File: src/rtl/alu_sequencer.sv
// Repeats one 8-bit ALU function against the ALUOut register, once per clock, for Count+1 commits.
// B is always ALUOut[3:0]. Func, A and Count are captured on an accepted Start rising edge.
module alu_sequencer #(
  parameter int         CNT_W     = 4,
  parameter logic [7:0] RESET_VAL = 8'h00
) (
  input  logic             Clock,
  input  logic             Reset_b,
  input  logic             Start,
  input  logic             Clear,
  input  logic [2:0]       Func,
  input  logic [3:0]       A,
  input  logic [CNT_W-1:0] Count,
  output logic [7:0]       ALUOut,
  output logic             Busy,
  output logic             Done,
  output logic [CNT_W-1:0] Iter
);

  typedef enum logic [1:0] {IDLE, RUN, DONE} state_t;

  state_t     state, state_nxt;
  logic       start_q;
  logic       start_edge;
  logic [2:0] func_q;
  logic [3:0] a_q;

  function automatic logic [7:0] alu_op(input logic [2:0] f, input logic [3:0] a,
                                        input logic [7:0] r);
    logic [3:0] b;
    logic [4:0] sum;
    b   = r[3:0];
    sum = {1'b0, a} + {1'b0, b};
    case (f)
      3'd0:    alu_op = {3'b000, sum};
      3'd1:    alu_op = {a ^ b, a | b};
      3'd2:    alu_op = {7'b0, |(a | b)};
      3'd3:    alu_op = {a, ~b};
      3'd4:    alu_op = r << a[2:0];
      3'd5:    alu_op = r >> a[2:0];
      3'd6:    alu_op = {4'b0000, a} * {4'b0000, b};
      default: alu_op = r;
    endcase
  endfunction

  assign start_edge = Start & ~start_q;

  always_ff @(posedge Clock or negedge Reset_b) begin
    if (!Reset_b) state <= IDLE;
    else          state <= state_nxt;
  end

  // Clear outranks everything, so a start edge coinciding with it is simply lost.
  always_comb begin
    state_nxt = state;
    Busy      = 1'b0;
    Done      = 1'b0;
    case (state)
      IDLE: if (start_edge) state_nxt = RUN;
      RUN: begin
        Busy = 1'b1;
        if (Iter == '0) state_nxt = DONE;
      end
      DONE: begin
        Done      = 1'b1;
        state_nxt = IDLE;
      end
      default: state_nxt = IDLE;
    endcase
    if (Clear) state_nxt = IDLE;
  end

  always_ff @(posedge Clock or negedge Reset_b) begin
    if (!Reset_b) begin
      start_q <= 1'b0;
      ALUOut  <= RESET_VAL;
      func_q  <= 3'd0;
      a_q     <= 4'd0;
      Iter    <= '0;
    end else begin
      start_q <= Start;
      if (Clear) begin
        ALUOut <= RESET_VAL;
      end else begin
        case (state)
          IDLE: begin
            if (start_edge) begin
              func_q <= Func;
              a_q    <= A;
              Iter   <= Count;
            end
          end
          RUN: begin
            ALUOut <= alu_op(func_q, a_q, ALUOut);
            if (Iter != '0) Iter <= Iter - CNT_W'(1);
          end
          default: ;
        endcase
      end
    end
  end

endmodule

File: config.mk
export PLATFORM = sky130hd
export DESIGN_NAME = alu_sequencer
export DESIGN_NICKNAME = d
export VERILOG_FILES = /design/src/rtl/alu_sequencer.sv
export SDC_FILE = /design/constraint.sdc
export NUM_CORES = 1
export LEC_CHECK = 0
export CORE_MARGIN = 2
export CORE_UTILIZATION = 35
export DETAILED_ROUTE_END_ITERATION = 10
export PLACE_DENSITY = 0.61
export SYNTH_ARGS = -nofsm -noshare
export SYNTH_HDL_FRONTEND = slang
export SYNTH_SLANG_ARGS = --single-unit
export TNS_END_PERCENT = 50
File: constraint.sdc
create_clock -name Clock -period 3.2 [get_ports Clock]
set_clock_uncertainty 0.05 [all_clocks]
set_input_delay 0.64 -clock Clock [delete_from_list [all_inputs] [get_ports Clock]]
set_output_delay 0.64 -clock Clock [all_outputs]
set_load 0.005 [all_outputs]
==> results by group, run 1 <==
Setup path
  – Critical path arrival: 3180 ps
  – CP max FO: 3
  – Required @ worst endpoint: 3350 ps
  – WS Path Type: flop to flop
  – R2r endpoint: ALUOut[3]
  – Reg2Reg Depth: 11
  – Startpoint types: flop
  – RR Startpoint: ALUOut[3]
  – CP Capture Type: flop
  – Reg2Reg Setup Slack: 170 ps

Final layout
  – Share of post-route cells with drive strength above 1: 0.122
  – Reg area: 551 um2
  – Ant. Diodes: 0
  – Fin nets: 354
  – Post-layout utilization of the core: 0.444
  – Fillers: 646
  – Area Overhead vs Synth: 21.5%
  – Multi-input logic area: 1630 um2

Clock tree
  – CTS H-tree lvls: 1
  – Worst-path clk slew: 90 ps
  – Clk buf depth: 2
  – Clk_lat worst skew: 270 ps
  – CTS root buffer: clkbuf_8
  – CTS tree: yes
  – Clk sinks: 22
  – Number of CTS-inserted buffers: 3

Drt
  – Vias per inst: 5.89
  – # DRC: 1
  – DR WL/cell: 17.8 um
  – Routed length on met1: 3.09 mm
  – Routed length on met3: 553 um
  – DRT antenna net count: 0
  – DRT iter0 DRCs: 179
  – Final WL: 6.90 mm
  – Drt first pass iters: 8
  – DR WL met2: 3.09 mm
  – Top Layer Used: met4
  – Vias: 2,286

Synthesis
  – Synth area leader: dfrtp_1
  – Synth Instances: 273
  – Post-synth EDFFs: 0
  – #FFs+latches synth: 22
  – Synth cell types: 56
  – Top cells by area, synth: dfrtp_1 23%, ha_1 12%, mux2i_1 6.4%
  – Register area share after synthesis: 0.235
  – Fraction of registers with async set or reset after synthesis: 1.00
  – Post-Syn Area: 2350 um2
  – Top-area cell type share of the netlist area: 0.235
  – Synth Warn #: 0
  – Syn Nets: 315
  – Main synth FF type: dfrtp_1
  – Syn Area/Cell: 8.59 um2

Placement
  – Buffers on Ports: 28
  – Routability congestion estimate: 1.02
  – Dpl hpwl: 5.31 mm

STA
  – WHS: 516 ps
  – Final Critical Period: 3030 ps
  – Final setup vio count: 0
  – Worst rel slew slack: 0.593
  – RSZ-0062 raised after global routing: false
  – Final count of pins violating max slew: 0
  – Setup tns final: 0 ps
  – F_max: 330 MHz
  – Tcrit/Tclk final: 0.948
  – Actual slew at the worst max-slew pin: 611 ps
  – Hold Vio Cnt, Final: 0

Job
  – Max Cap Violations: 0

Status
  – Run status: finished with violations
  – Failing checks: design-rule violations

Worst hold path
  – Hold Path End: Iter[1]
  – HP Class: flop to flop
  – Hold depth: 2
  – Worst Hold Launch: Iter[1]

Floorplanning
  – Starting Density: 0.365
  – Std cell rows: 29
  – Die H: 85.9 um
  – Die area: 7370 um2
  – Die width: 85.9 um
  – Ports: 29
  – Core area: 6420 um2

GRT
  – Total GRT Usage: 0.197
  – Initial antenna violation count: 0
  – Number of global-route vias before repair: 2,164
  – Global-route wire length before repair: 11.4 mm
  – Largest net degree at the start of global routing: 23
  – Gr ovfl total: 0

Pwr
  – Leak: 1.30 nW
  – Max IR drop VDD: 0.239 mV
  – Clock network power share: 0.189
  – P_int: 826 uW
  – Net load switching power: 601 uW
  – Seq pwr share: 0.292
  – Logic pwr share: 0.518
  – Switch share: 0.421
  – P per Cell Area: 500 nW/um2
[per-layer routing]
layer  track usage  vias up
met5             0        -
met4        0.0707        0
met3        0.0433       20
met2         0.296      106
met1         0.276     1090
li1              -     1070
[synth_stat cells (3+ instances only)]
library cell	number
nand4_1	3
ha_1	22
nor3_1	5
nor2_1	18
buf_4	3
nor2b_1	6
xor2_1	3
a21oi_1	11
a222oi_1	3
a21o_1	4
clkbuf_1	5
a31oi_1	4
nor3b_1	3
o21ai_0	25
nand2b_1	6
and2_1	4
inv_1	20
nand2_1	27
nand3_1	4
mux2_2	3
dfrtp_1	22
nor4_1	3
buf_2	3
a211oi_1	4
fa_1	5
mux2i_1	15
o211ai_1	7
[placed cells by master, fill, tap and decap left out, types with 2 or more instances in the layout]
master / count
clkdlybuf4s50_1: 28
nand2_1: 26
o21ai_0: 23
dfrtp_1: 22
ha_1: 22
inv_1: 19
buf_4: 19
nor2_1: 18
mux2i_1: 15
a21oi_1: 11
o211ai_1: 7
nand2b_1: 6
nor2b_1: 6
nor3_1: 5
fa_1: 5
and2_1: 4
nand3_1: 4
a21o_1: 4
a211oi_1: 4
a31oi_1: 4
o21ai_1: 4
mux2_2: 3
nor3b_1: 3
a222oi_1: 3
nor4_1: 3
nand4_1: 3
xor2_1: 3
clkbuf_8: 3
inv_2: 2
nor3_2: 2
mux4_1: 2
a32oi_1: 2
and3b_1: 2
a31o_2: 2
[per-stage QoR]
stage	cells	cell area (um2)	total power, mW	setup slack, ps
2_1_floorplan	273	2350	0.882	33.0
3_3_place_gp	382	2760	1.14	209
3_5_place_dp	382	2760	1.14	105
4_1_cts	386	2830	1.42	62.0
5_1_grt	388	2850	1.53	2.52
6_report	388	2850	1.43	167
[flip-flops by register name, summed over array words and instances, names as in the netlist]
signal / flops
state: 2
ALUOut: 8
func_q: 3
Iter: 4
start_q: 1
a_q: 4
[power groups by stage]
stage | Combinational (mW) | Clock [mW] | Sequential [mW]
after floorplan | 0.492 | 0 | 0.391
after global placement | 0.721 | 0 | 0.418
after detailed placement | 0.720 | 0 | 0.419
after CTS | 0.724 | 0.278 | 0.414
after global routing | 0.812 | 0.291 | 0.426
final | 0.740 | 0.270 | 0.417
[how the worst max path moves through the flow]
stage,from,end,cells past startpoint
after global placement,ALUOut[3],ALUOut[3],11
after CTS,ALUOut[3],ALUOut[3],11
after global routing,ALUOut[3],ALUOut[3],11
final,ALUOut[3],ALUOut[3],11
after detailed placement,ALUOut[3],ALUOut[3],11
after floorplan,a_q[1],ALUOut[3],13
[cells by family (layout without fill, tap and decap cells)]
logic type | Yosys count | in the layout | share of synthesized area
xor+xnor | 4 | 4 | 0.0149
buf+inv | 34 | 72 | 0.0709
fa+ha+maj | 27 | 27 | 0.160
mux | 22 | 22 | 0.113
simple gates | 88 | 88 | 0.193
flops | 22 | 22 | 0.235
compound gates | 76 | 76 | 0.213
[critical path, cell delays in order (launching register included)]
cell and delay (ps):
dfrtp_1 390, nand2_2 90, fa_1 550, inv_1 60
fa_1 520, inv_1 60, fa_1 470, inv_1 60
o21ai_1 50, a222oi_1 400, a221oi_1 110, o21ai_1 150
[cell type report]
cell class,instances,share of cell area
multi-input cells,217,0.572
flip-flops and latches,22,0.193
repair buffers,47,0.148
well taps,77,0.0338
inverters,21,0.0276
clock buffers,3,0.0145
clock inverters,1,0.0105
[timing repair]
item / 4_1_cts / 5_1_grt
hold buffers: 0 / 0
setup endpoints to repair: 0 / 1
resized for setup: 0 / 4
setup buffers: 0 / 2
(Power assumes the default switching activity.)
==> run 2: changes to the inputs <==
- MAX_ROUTING_LAYER: unset -> met4
==> results by group, run 2 (same netlist as run 1, synthesis figures left out) <==
Floorplanning
  – Starting Density: 0.365 (unchanged)
  – Die H: 85.9 um (unchanged)
  – Std cell rows: 29 (unchanged)
  – Core area: 6420 um2 (unchanged)
  – Die area: 7370 um2 (unchanged)
  – Ports: 29 (unchanged)
  – Die width: 85.9 um (unchanged)

Final layout
  – Max reg flops: 8 (unchanged)
  – Commonest non-fill, non-tap cell in the layout: clkdlybuf4s50_1 (unchanged)
  – Most frequent cells in the layout: 28 x clkdlybuf4s50_1, 26 x nand2_1, 23 x o21ai_0, 22 x dfrtp_1, 21 x ha_1 (was 28 x clkdlybuf4s50_1, 26 x nand2_1, 23 x o21ai_0, 22 x dfrtp_1, 22 x ha_1)
  – Area Overhead vs Synth: 21.7% (was 21.5%)
  – Fillers: 634 (was 646)
  – Share of post-route cells with drive strength above 1: 0.117 (was 0.122)
  – Largest Register: ALUOut (unchanged)
  – Fin nets: 352 (was 354)
  – Registers with the most flip-flops: ALUOut x8, Iter x4, a_q x4 (unchanged)
  – Ant. Diodes: 0 (unchanged)

Setup path
  – Critical path arrival: 3190 ps (was 3180 ps)
  – Slowest cell delay on critical path: 530 ps (was 550 ps)
  – Startpoint types: flop (unchanged)
  – CP Capture Type: flop (unchanged)
  – Critical path depth: 11 (unchanged)
  – Worst path slowest cell: fa_1 (unchanged)
  – Worst Path Buf+Inv: 3 (unchanged)
  – Required @ worst endpoint: 3350 ps (about the same)
  – Sequence of cells on the critical path: nand2_2, fa_1, inv_1, fa_1, inv_1, fa_1, inv_1, o21ai_1, a222oi_1, a221oi_1, o21ai_1 (unchanged)
  – WS Path Type: flop to flop (unchanged)
  – CP delay by family, top: adder cells (unchanged)
  – Reg2Reg Depth: 11 (unchanged)
  – CP max FO: 2 (was 3)

Drt
  – Final WL: 6.91 mm (was 6.90 mm)
  – Vias: 2,217 (was 2,286)
  – DRT iter0 DRCs: 111 (was 179)
  – Vias per inst: 5.74 (was 5.89)
  – # DRC: 1 (unchanged)
  – Drt first pass iters: 9 (was 8)
  – DRT antenna net count: 0 (unchanged)
  – DR WL/cell: 17.9 um (was 17.8 um)

Pwr
  – Clock network power share: 0.190 (was 0.189)
  – Max IR drop VDD: 0.248 mV (was 0.239 mV)
  – Net load switching power: 601 uW (about the same)
  – P_int: 830 uW (was 826 uW)
  – Logic pwr share: 0.519 (was 0.518)
  – Switch share: 0.420 (was 0.421)
  – Leak: 1.29 nW (was 1.30 nW)
  – P per Cell Area: 501 nW/um2 (was 500 nW/um2)
  – Seq pwr share: 0.291 (was 0.292)

STA
  – Final setup vio count: 0 (unchanged)
  – Tcrit/Tclk final: 0.950 (was 0.948)
  – Final Critical Period: 3040 ps (was 3030 ps)
  – WHS: 504 ps (was 516 ps)
  – Worst rel slew slack: 0.593 (about the same)
  – RSZ-0062 raised after global routing: false (unchanged)
  – Hold Vio Cnt, Final: 0 (unchanged)
  – Final WS setup: 161 ps (was 167 ps)
  – Final count of pins violating max slew: 0 (unchanged)
  – F_max: 329 MHz (was 330 MHz)
  – Actual slew at the worst max-slew pin: 611 ps (about the same)
  – Setup tns final: 0 ps (unchanged)

Clock tree
  – CTS H-tree lvls: 1 (unchanged)
  – Clk_lat worst skew: 270 ps (about the same)
  – CTS root buffer: clkbuf_8 (unchanged)
  – Worst-path clk slew: 90 ps (about the same)
  – Number of CTS-inserted buffers: 3 (unchanged)
  – Clk sinks: 22 (unchanged)
  – CTS tree: yes (unchanged)
  – Clk buf depth: 2 (unchanged)

Placement
  – Buffers on Ports: 28 (unchanged)
  – Routability congestion estimate: 1.02 (about the same)
  – Dpl hpwl: 5.38 mm (was 5.31 mm)
  – Place WS: 106 ps (was 105 ps)

Worst hold path
  – HP Class: flop to flop (unchanged)
  – Hold depth: 2 (unchanged)

GRT
  – Global-route wire length before repair: 11.3 mm (was 11.4 mm)
  – Total GRT Usage: 0.201 (was 0.197)
  – Number of global-route vias before repair: 2,127 (was 2,164)
  – Initial antenna violation count: 0 (unchanged)
  – M3 GR Usage: 0.0356 (was 0.0433)
  – Top Usage Layer GRT: met2 (unchanged)
  – Largest net degree at the start of global routing: 23 (unchanged)
  – Gr ovfl total: 0 (unchanged)
  – M1 GR Usage: 0.283 (was 0.276)
  – Global-route track usage on met2: 0.289 (was 0.296)

Status
  – Failing checks: design-rule violations (unchanged)
  – Run status: finished with violations (unchanged)

Job
  – Max Cap Violations: 0 (unchanged)
-- run 2: layout make-up --
| type | count | area (um2) | share of cell area |
|---|---|---|---|
| Multi-Input combinational cell | 217 | 1630 | 0.572 |
| Clock inverter | 1 | 30.0 | 0.0105 |
| Tap cell | 77 | 96.3 | 0.0337 |
| Clock buffer | 3 | 41.3 | 0.0145 |
| Inverter | 21 | 78.8 | 0.0276 |
| Timing Repair Buffer | 45 | 424 | 0.149 |
| Sequential cell | 22 | 551 | 0.193 |
-- run 2: timing repair --
item                                    CTS  global route
endpoints found under the setup margin    0             1
resized for setup                         0             8
hold buffers                              0             0
setup buffers                             0             1
-- run 2: power groups by stage --
| stage | Clock, mW | Sequential, mW | Combinational [mW] |
|---|---|---|---|
| 4_1_cts | 0.279 | 0.412 | 0.724 |
| 5_1_grt | 0.292 | 0.427 | 0.812 |
| 2_1_floorplan | 0 | 0.391 | 0.492 |
| 3_5_place_dp | 0 | 0.417 | 0.721 |
| 3_3_place_gp | 0 | 0.417 | 0.726 |
| 6_report | 0.272 | 0.417 | 0.743 |
-- run 2: tightest hold or removal path, stage by stage, from the launching register on --
cell	delay, ps
dfrtp_1	400
nand2_1	60
o21ai_0	60
-- run 2: stage by stage --
stage | power [mW] | area, um2 | instances | util
2_1_floorplan | 0.882 | 2350 | 273 | -
3_3_place_gp | 1.14 | 2760 | 381 | 0.429
3_5_place_dp | 1.14 | 2760 | 381 | 0.429
4_1_cts | 1.42 | 2830 | 385 | 0.440
5_1_grt | 1.53 | 2860 | 386 | 0.445
6_report | 1.43 | 2860 | 386 | 0.445
-- run 2: worst paths after layout --
kind / from / endpoint / slack (ps)
max reg2reg: a_q[0] / ALUOut[3] / 160
min reg2reg: Iter[1] / Iter[1] / 500
max: a_q[0] / ALUOut[3] / 160
min in group asynchronous: Reset_b / ALUOut[3] / 670
max in group asynchronous: Reset_b / Iter[1] / 2200
min: Iter[1] / Iter[1] / 500
-- run 2: routing by layer --
metal  share of wire  vias to the layer above  wire length [um]
met5               0                        -                 0
met3           0.055                       22               382
met2            0.42                       92              2930
li1                -                     1064                 -
met1            0.49                     1039              3360
met4           0.035                        0               243
